$ cat src/rtl/multicycle_mem_ctrl.sv
// Memory-side stage between the multi-cycle control FSM and a
// variable-latency unified instruction/data memory.
//
// Each memory intent from the FSM (fetch, load, store) becomes one
// req/ack transaction. The FSM is frozen with stall until the
// transaction completes. Every transaction is bounded by a timeout,
// and an expired timeout raises a sticky bus error.
//
// Parameters:
//   TIMEOUT      max ACCESS cycles waiting for mem_ack (0 = no limit)
//   RESET_INSTR  instr reset value and value captured on a fetch timeout
//   ERR_DATA     data_reg value captured on a load timeout
//
// Ports:
//   clk, rst      clock (rising edge), async active-high reset
//   cpu_req       FSM is in a memory state; held while stall=1
//   cpu_we        1 = store, 0 = read
//   cpu_ir_write  read is an instruction fetch
//   cpu_adr       byte address (bits [1:0] ignored)
//   cpu_wdata     store data
//   err_clr       synchronous clear of bus_err
//   stall         freeze FSM state and PC update
//   instr         instruction register
//   data_reg      load data register
//   bus_err       sticky timeout flag
//   mem_req       registered memory request
//   mem_we        registered memory write enable
//   mem_adr       registered word-aligned address
//   mem_wdata     registered write data
//   mem_rdata     read data, valid with mem_ack
//   mem_ack       one-cycle completion pulse

module multicycle_mem_ctrl #(
    parameter int unsigned TIMEOUT     = 16,
    parameter logic [31:0] RESET_INSTR = 32'h00000013,
    parameter logic [31:0] ERR_DATA    = 32'h00000000
) (
    input  logic        clk,
    input  logic        rst,
    input  logic        cpu_req,
    input  logic        cpu_we,
    input  logic        cpu_ir_write,
    input  logic [31:0] cpu_adr,
    input  logic [31:0] cpu_wdata,
    input  logic        err_clr,
    output logic        stall,
    output logic [31:0] instr,
    output logic [31:0] data_reg,
    output logic        bus_err,
    output logic        mem_req,
    output logic        mem_we,
    output logic [31:0] mem_adr,
    output logic [31:0] mem_wdata,
    input  logic [31:0] mem_rdata,
    input  logic        mem_ack
);

    localparam logic [1:0] S_IDLE   = 2'd0;
    localparam logic [1:0] S_ACCESS = 2'd1;
    localparam logic [1:0] S_RESP   = 2'd2;

    localparam int CW = (TIMEOUT > 1) ? $clog2(TIMEOUT) : 1;
    localparam logic [CW-1:0] CNT_LAST = CW'(TIMEOUT - 1);

    logic [1:0]    state;
    logic          ir_flag;
    logic [CW-1:0] cnt;
    logic          timeout_hit;

    // Byte offset within the word is deliberately dropped.
    logic unused_adr_lsb;
    assign unused_adr_lsb = ^cpu_adr[1:0];

    // An ack in the expiry cycle takes priority over the timeout.
    assign timeout_hit = (TIMEOUT != 0) && (cnt == CNT_LAST) && !mem_ack;

    assign stall = ((state == S_IDLE) && cpu_req) || (state == S_ACCESS);

    always_ff @(posedge clk or posedge rst) begin
        if (rst) begin
            state     <= S_IDLE;
            ir_flag   <= 1'b0;
            cnt       <= '0;
            mem_req   <= 1'b0;
            mem_we    <= 1'b0;
            mem_adr   <= 32'h0;
            mem_wdata <= 32'h0;
            instr     <= RESET_INSTR;
            data_reg  <= 32'h0;
            bus_err   <= 1'b0;
        end else begin
            // Clear first so a same-cycle timeout below overrides it.
            if (err_clr) begin
                bus_err <= 1'b0;
            end
            case (state)
                S_IDLE: begin
                    if (cpu_req) begin
                        mem_adr   <= {cpu_adr[31:2], 2'b00};
                        mem_wdata <= cpu_wdata;
                        mem_we    <= cpu_we;
                        ir_flag   <= cpu_ir_write & ~cpu_we;
                        mem_req   <= 1'b1;
                        cnt       <= '0;
                        state     <= S_ACCESS;
                    end
                end
                S_ACCESS: begin
                    if (mem_ack) begin
                        if (!mem_we) begin
                            if (ir_flag) begin
                                instr <= mem_rdata;
                            end else begin
                                data_reg <= mem_rdata;
                            end
                        end
                        mem_req <= 1'b0;
                        mem_we  <= 1'b0;
                        state   <= S_RESP;
                    end else if (timeout_hit) begin
                        if (!mem_we) begin
                            if (ir_flag) begin
                                instr <= RESET_INSTR;
                            end else begin
                                data_reg <= ERR_DATA;
                            end
                        end
                        mem_req <= 1'b0;
                        mem_we  <= 1'b0;
                        bus_err <= 1'b1;
                        state   <= S_RESP;
                    end else begin
                        cnt <= cnt + 1'b1;
                    end
                end
                S_RESP: begin
                    state <= S_IDLE;
                end
                default: begin
                    state <= S_IDLE;
                end
            endcase
        end
    end

endmodule

$ cat config.mk
export PLATFORM = sky130hd
export DESIGN_NAME = multicycle_mem_ctrl
export DESIGN_NICKNAME = d
export VERILOG_FILES = /design/src/rtl/multicycle_mem_ctrl.sv
export SDC_FILE = /design/constraint.sdc
export NUM_CORES = 1
export LEC_CHECK = 0
export ABC_AREA = 1
export CORE_AREA = 5 5 156 158
export CTS_CLUSTER_DIAMETER = 120
export DETAILED_ROUTE_END_ITERATION = 12
export DIE_AREA = 0 0 161 163
export PLACE_DENSITY = 0.57
export SLEW_MARGIN = 40
export SYNTH_ARGS = -nofsm -noshare
export SYNTH_HDL_FRONTEND = slang
export SYNTH_SLANG_ARGS = --single-unit
$ cat constraint.sdc
create_clock -name clk -period 5.12 [get_ports clk]
set_input_delay 0.512 -clock clk [delete_from_list [all_inputs] [get_ports clk]]
set_output_delay 0.512 -clock clk [all_outputs]
set_load 0.02 [all_outputs]
## Word-level counts from Yosys, hierarchy flattened

Cells that the tools add are included.

- Memories kept: 0
- Word-level logic and storage cells: 68
- Bits in registers: 136
- Input bits: 103
- Bits in latches: 0
- Memory bits (read-only): 0
- Output and inout bits: 132
- Bits in writable memories: 0

- Multiplexer cells: 30
- Reduce and logical (&&, ||, !) cells: 13
- Multiply operators: 0
- Bitwise operators: 2
- Add/sub/neg operators: 1
- Div/mod/pow operators: 0
- Shift-type cells: 0
- Magnitude comparators: 0
- Equality and inequality tests: 12

Operators with widths:

| kind | number |
|---|---|
| 32-bit two-way mux | 12 |
| 2-bit inequality test (second input constant) | 8 |
| 4-bit two-way mux | 3 |
| 6-bit AND reduction | 2 |
| 1-bit two-way mux | 8 |
| 4-bit one-hot mux with 2 select lines | 1 |
| 2-bit two-way mux | 3 |
| 4-bit by 1-bit adder with 4-bit output (second input constant) | 1 |
| 4-bit == test (second input constant) | 1 |
| 1-bit one-hot mux with 2 select lines | 2 |
| 2-bit one-hot mux with 2 select lines | 1 |
| 2-bit AND reduction | 2 |
| 4-bit AND reduction | 1 |
| 2-bit nonzero test | 2 |
| 3-bit inequality test (second input constant) | 1 |
| 3-bit AND reduction | 1 |
| 2-bit by 1-bit == test with 1-bit output (second input constant) | 1 |
| 1-bit logical AND | 2 |
| 2-bit logical NOT | 1 |
| 2-bit by 1-bit inequality test with 1-bit output (second input constant) | 1 |
| 1-bit bitwise AND | 1 |
| 1-bit logical NOT | 1 |
| 1-bit logical OR | 1 |
| 1-bit inverter | 1 |

## Longest topological paths before layout

Gate-level depths: netlist of the first run.

- Depth in word-level cells: 5
- Mapped depth: 7
- Gate-level depth less buffers: 6

## Worst setup path after synthesis of the first run

OpenSTA, ideal clock, no wires.

- Kind: input to output
- Start point: input cpu_req
- End point: output stall
- Cell stages on the path: 3
- Path slack: 3513 ps
- Arrival time: 1095 ps
- Data required time: 4608 ps
- Buffers on the path: 1
- Cells stage by stage: nand3_2 > buf_1 > nand2_1

- Longest elaborated chain between the ends: 2

Ends and longest elaborated chain:

| element | RTL line | text |
|---|---|---|
| start, declared | 40 | `input logic cpu_req,` |
| 1-bit logical AND | 77 | `assign stall = ((state == S_IDLE) && cpu_req) \|\| (state == S_ACCESS);` |
| 1-bit logical OR | 77 |  |
| end, declared | 46 | `output logic stall,` |

Every way passes these cells.

## Worst setup path after layout of the first run

Same ends and word-level chain as after synthesis.

==> results of run 1 <==
[layer usage]
layer | share of wire, % | up-vias | global-route usage [%]
li1 | - | 2402 | -
met4 | 1.4 | 0 | 4.65
met3 | 10 | 14 | 6.23
met5 | 0 | - | 0
met2 | 45 | 203 | 21.7
met1 | 44 | 2341 | 16.2
[power by group]
part	total, W	switching (W)	leakage [nW]	internal, W
logic	0.00239	0.00132	2.17	0.00106
registers	0.00182	0.000269	1.68	0.00155
clock network	0.00124	0.000501	0.273	0.000736
total	0.00544	0.00209	4.12	0.00335
[final timing paths]
kind	end	slack, ns
min	instr[0]$_DFFE_PP1P_	0.47
min in group asynchronous	mem_adr[30]$_DFFE_PP0P_	0.51
min reg2reg	instr[0]$_DFFE_PP1P_	0.47
max in group asynchronous	instr[15]$_DFFE_PP0P_	3.61
max	stall	2.77
max reg2reg	mem_wdata[5]$_DFFE_PP0P_	3.30
[critical path: stages]
cell and delay (ns):
clkdlybuf4s50_1 0.47, nand3_2 0.15, nand2_1 0.11, clkdlybuf4s50_1 0.61
[kinds of logic after synthesis]
group	after synthesis
simple gates	417
flops	136
buf+inv	54
compound gates	4
mux	1
fa+ha+maj	1
other cells	1
[layout make-up]
| type | instances | area (um^2) |
|---|---|---|
| Fill cell | 2357 | 14300 |
| Sequential cell | 136 | 3410 |
| Timing Repair Buffer | 239 | 2370 |
| Multi-Input combinational cell | 425 | 1870 |
| Clock buffer | 19 | 443 |
| Tap cell | 290 | 363 |
| Clock inverter | 13 | 146 |
| Inverter | 13 | 53.8 |
[per-stage QoR]
stage                     instances  instance area [um^2]  hold slack, ns  util, %  worst slack [ns]
final                          1135                  8650           0.465     37.6              2.77
after global routing           1135                  8650           0.480     37.6              2.69
after CTS                      1135                  8650           0.469     37.6              2.74
after detailed placement       1103                  8060           0.457     35.1              2.72
after global placement         1102                  8050           0.452     35.0              2.72
after floorplan                 615                  5560           0.499        -             0.974
[cells in the final DEF (no fill, tap or decap), drive strengths merged]
master / count
ha: 1
nand2: 333
clkinv: 3
o22ai: 1
or2: 3
inv: 16
a21oi: 1
bufinv: 2
nor3b: 1
nor2: 5
dfrtp: 133
nand3: 7
clkdlybuf4s50: 229
clkbuf: 19
dfstp: 3
clkinvlp: 5
mux2i: 1
nand4: 68
o21ai: 2
buf: 10
conb: 2
==> metrics.csv, run 1 <==
metric,value,unit
worst-setup-path-type,in2out,
avgSynthCellArea,9.05,um^2
cts.htree.levels,4,
root_buffer,clkbuf_16,
syn-cell-area,0.00556,mm^2
crit_path_start,cpu_req,
antenna_cells,0,
cts_hold_buffers,0,
gp_congestion,0.733,
coreArea,0.0230,mm^2
cts_num_sinks,136,
synth_edf_count,0,
ys_ff_latch,136,
die_w,161,um
worstHoldStart,instr[0]$_DFFE_PP1P_,
hold_violations,0,
cts-buffers-inserted,17,
hpwl,11900,um
port_buffers,230,
drcViolationCount,0,
ios,235,
worstSetupStartpointType,primary input,
netlist.area_leader.share,59.9,%
grt_remaining_overflow,0,
worst-path-max-fanout,7,
synth_ff_type,dfrtp_1,
synth_xor_area_share,0,%
drv_cap,0,
crit_path_end_kind,primary output,
slew_violations,0,
netlist_top_cells_area,"dfrtp_1 (60%), nand2_1 (22%), nand4_1 (7.4%)",
netlist_instances,614,
tns,0,ns
yosysWarnings,0,
grt_pass1_vias,5220,
clk_pin_slew,0.06,ns
total_power,0.00544,W
clk_path_buf_depth,2,
vias,4960,
antenna_left,0,
start_util,24.2,%
synth_compound_area_share,0.383,%
required,4.61,ns
status,finished clean,
async_reset_ff_share,100,%
firstDrtPassIters,5,
areaGrowthSynthToFinish,55.7,%
setup_viol,0,
clock_latency,0.42,ns
cts_tree,built,
drt_wl_total,17700,um
ir_worst_vdd,0.212,mV
cp_data_arrival_time,1.84,ns
leakagePower,4.12,nW
via_per_inst,4.37,
hold_path_class,reg2reg,
antenna_found_initial,0,
yosys.area_share.simple,32.7,%
grtUsageTotal,13.6,%
post-synth-top-count-cell,nand2_1,
p_per_area,629,mW/mm^2
synth_fa_ha_area_share,0.225,%
final_net_count,936,
drt-initial-drc-count,257,
fin_crit,2.35,ns
synth_top_cell_by_area,dfrtp_1,
max-slew-margin-rel,50.5,%
worst_slew_pin_slew,0.743,ns
rsz0062_at_grt,no,
grt_pass1_wl,28200,um
ys_types,25,
die_h,163,um
synth_top_family_by_area,simple AND/OR/NAND/NOR gates,
post_cts_buffers,0,
whs_path_depth,2,
fmax,0.425,GHz
muxShareOfSynthArea,0.180,%
grt_max_degree,66,
finClkSkew,0.0119,ns
synth-seq-area-share,61.3,%
routedWlPerCell,15.6,um
ff2ff_path_depth,6,
drive_gt1_share,7.10,%
rows,56,
synth_commonest_cells,"nand2_1 (331), dfrtp_1 (133), nand4_1 (66)",
dieArea,0.0262,mm^2
post-route-period-util,46.0,%
r2r_start,state[1]$_DFFE_PP0P_,
cts_resized,0,
No activity file was read; power rests on OpenSTA's default activity.
==> run 2, diff against run 1 <==
==> constraint.sdc (replaced) <==
create_clock -name clk -period 2.25 [get_ports clk]
set_input_delay 0.225 -clock clk [delete_from_list [all_inputs] [get_ports clk]]
set_output_delay 0.225 -clock clk [all_outputs]
set_load 0.02 [all_outputs]
==> metrics.csv, run 2 (synthesized netlist as in run 1, its figures left out) <==
metric,value,unit
grt_pass1_vias,5087,
dp.cells,1103,
p_seq_share,33.7,%
ios,235,
rows,56,
drt-initial-drc-count,302,
hold_violations,0,
tns,0,ns
grt_remaining_overflow,0,
worst-path-max-fanout,4,
r2r_start,cnt[1]$_DFFE_PP0P_,
p_sw_share,38.7,%
met1_usage,15.9,%
dieArea,0.0262,mm^2
ff2ff_path_depth,6,
die_h,163,um
gr-max-usage-layer,met2,
antenna_cells,0,
coreArea,0.0230,mm^2
pwr-share-clk,21.9,%
max-slew-margin-rel,55.0,%
vias,4893,
clk_path_buf_depth,2,
cts.htree.levels,4,
final_cell_mix,"nand2_1 (331), clkdlybuf4s50_1 (229), dfrtp_1 (133)",
post_cts_buffers,0,
areaGrowthSynthToFinish,56.3,%
fin_cells,1136,
grt_pass1_wl,27300,um
status,finished clean,
via_per_inst,4.31,
worst_slew_pin_slew,0.675,ns
worst-r2r-setup-slack,0.46,ns
port_buffers,230,
post-route-period-util,85.4,%
cts_hold_buffers,0,
routedWlPerCell,15.2,um
leakagePower,4.13,nW
clock_latency,0.42,ns
p_comb_share,44.4,%
grt_max_degree,78,
slew_violations,0,
grtUsageTotal,13.0,%
post_dp_cell_area,0.00810,mm^2
final_net_count,937,
fmax,0.520,GHz
power.switching,0.00475,W
crit_path_end_kind,primary output,
hold_path_class,in2reg,
fill_cells,2370,
final_util,37.8,%
firstDrtPassIters,4,
drcViolationCount,0,
final_common_cell,nand2_1,
p_per_area,1410,mW/mm^2
rsz0062_at_grt,no,
start_util,24.2,%
crit_path_start,state[1]$_DFFE_PP0P_,
r2r-end,data_reg[6]$_DFFE_PP0P_,
cts_num_sinks,136,
total_power,0.0123,W
ir_worst_vdd,0.497,mV
critPathCapture,stall,
hpwl,11300,um
cts_resized,0,
grt.met2_usage,20.4,%
root_buffer,clkbuf_16,
finClkSkew,0.0220,ns
gp_congestion,0.725,
drv_cap,0,
fin_crit,1.92,ns
worst-setup-path-type,reg2out,
required,2.03,ns
die_w,161,um
final_cell_area,0.00868,mm^2
internal_power,0.00752,W
drive_gt1_share,7.09,%
multiInputGateArea,0.00187,mm^2
antenna_left,0,
setup_viol,0,
clk_pin_slew,0.06,ns
cts-buffers-inserted,17,
worstSetupStartpointType,flip-flop,
antenna_found_initial,1,
cts_tree,built,
grt_use_met3,6.25,%
ff_latch_area,0.00341,mm^2
drt_wl_total,17300,um
cp_data_arrival_time,1.70,ns
worstHoldStart,mem_ack,
## run 2: cell types whose count changed in the layout (fill, tap and decap cells not counted), sizes merged
cell and delta:
bufinv -1, clkbuf +1, clkinvlp +1
## run 2: power groups by stage
stage | clock (W) | sequential, W | combinational [W]
2_1_floorplan | 0 | 0.00541 | 0.00144
6_report | 0.00268 | 0.00414 | 0.00545
3_5_place_dp | 0 | 0.00416 | 0.00552
5_1_grt | 0.00289 | 0.00428 | 0.00589
4_1_cts | 0.00279 | 0.00415 | 0.00552
3_3_place_gp | 0 | 0.00414 | 0.00549
## run 2: worst min-delay path by stage
stage                                          end  depth (start not counted)
final                         instr[0]$_DFFE_PP1P_                          6
after floorplan                  bus_err$_DFF_PP0_                          1
after global routing       data_reg[4]$_DFFE_PP0P_                          6
after CTS                  data_reg[4]$_DFFE_PP0P_                          3
after detailed placement  data_reg[16]$_DFFE_PP0P_                          2
after global placement        instr[9]$_DFFE_PP0P_                          2
## run 2: critical path, cell delays in order (launching register included)
cell and delay [ns]:
dfrtp_1 0.41, inv_2 0.08, nand2_2 0.10, nand2_1 0.09, clkdlybuf4s50_1 0.61
## run 2: metal layers
metal	vias up	share of wire, %	wire, um
met5	-	0.075	13
met4	2	1.5	264
met3	22	11	1820
met2	211	45	7770
met1	2258	43	7400
li1	2400	-	-
## run 2: stage by stage
stage	worst slack, ns	hold WS (ns)
6_report	0.328	0.242
5_1_grt	0.236	0.254
4_1_cts	0.282	0.275
3_5_place_dp	0.0444	0.457
3_3_place_gp	0.0674	0.452
2_1_floorplan	0.334	0.324
## run 2: area by class of cell
class                   count  area share [%]
clock buffers              19            4.99
clock inverters            13            1.40
inverters                  13           0.605
multi-input cells         425            21.5
flip-flops and latches    136            39.2
well taps                 290            4.18
repair buffers            240            28.1
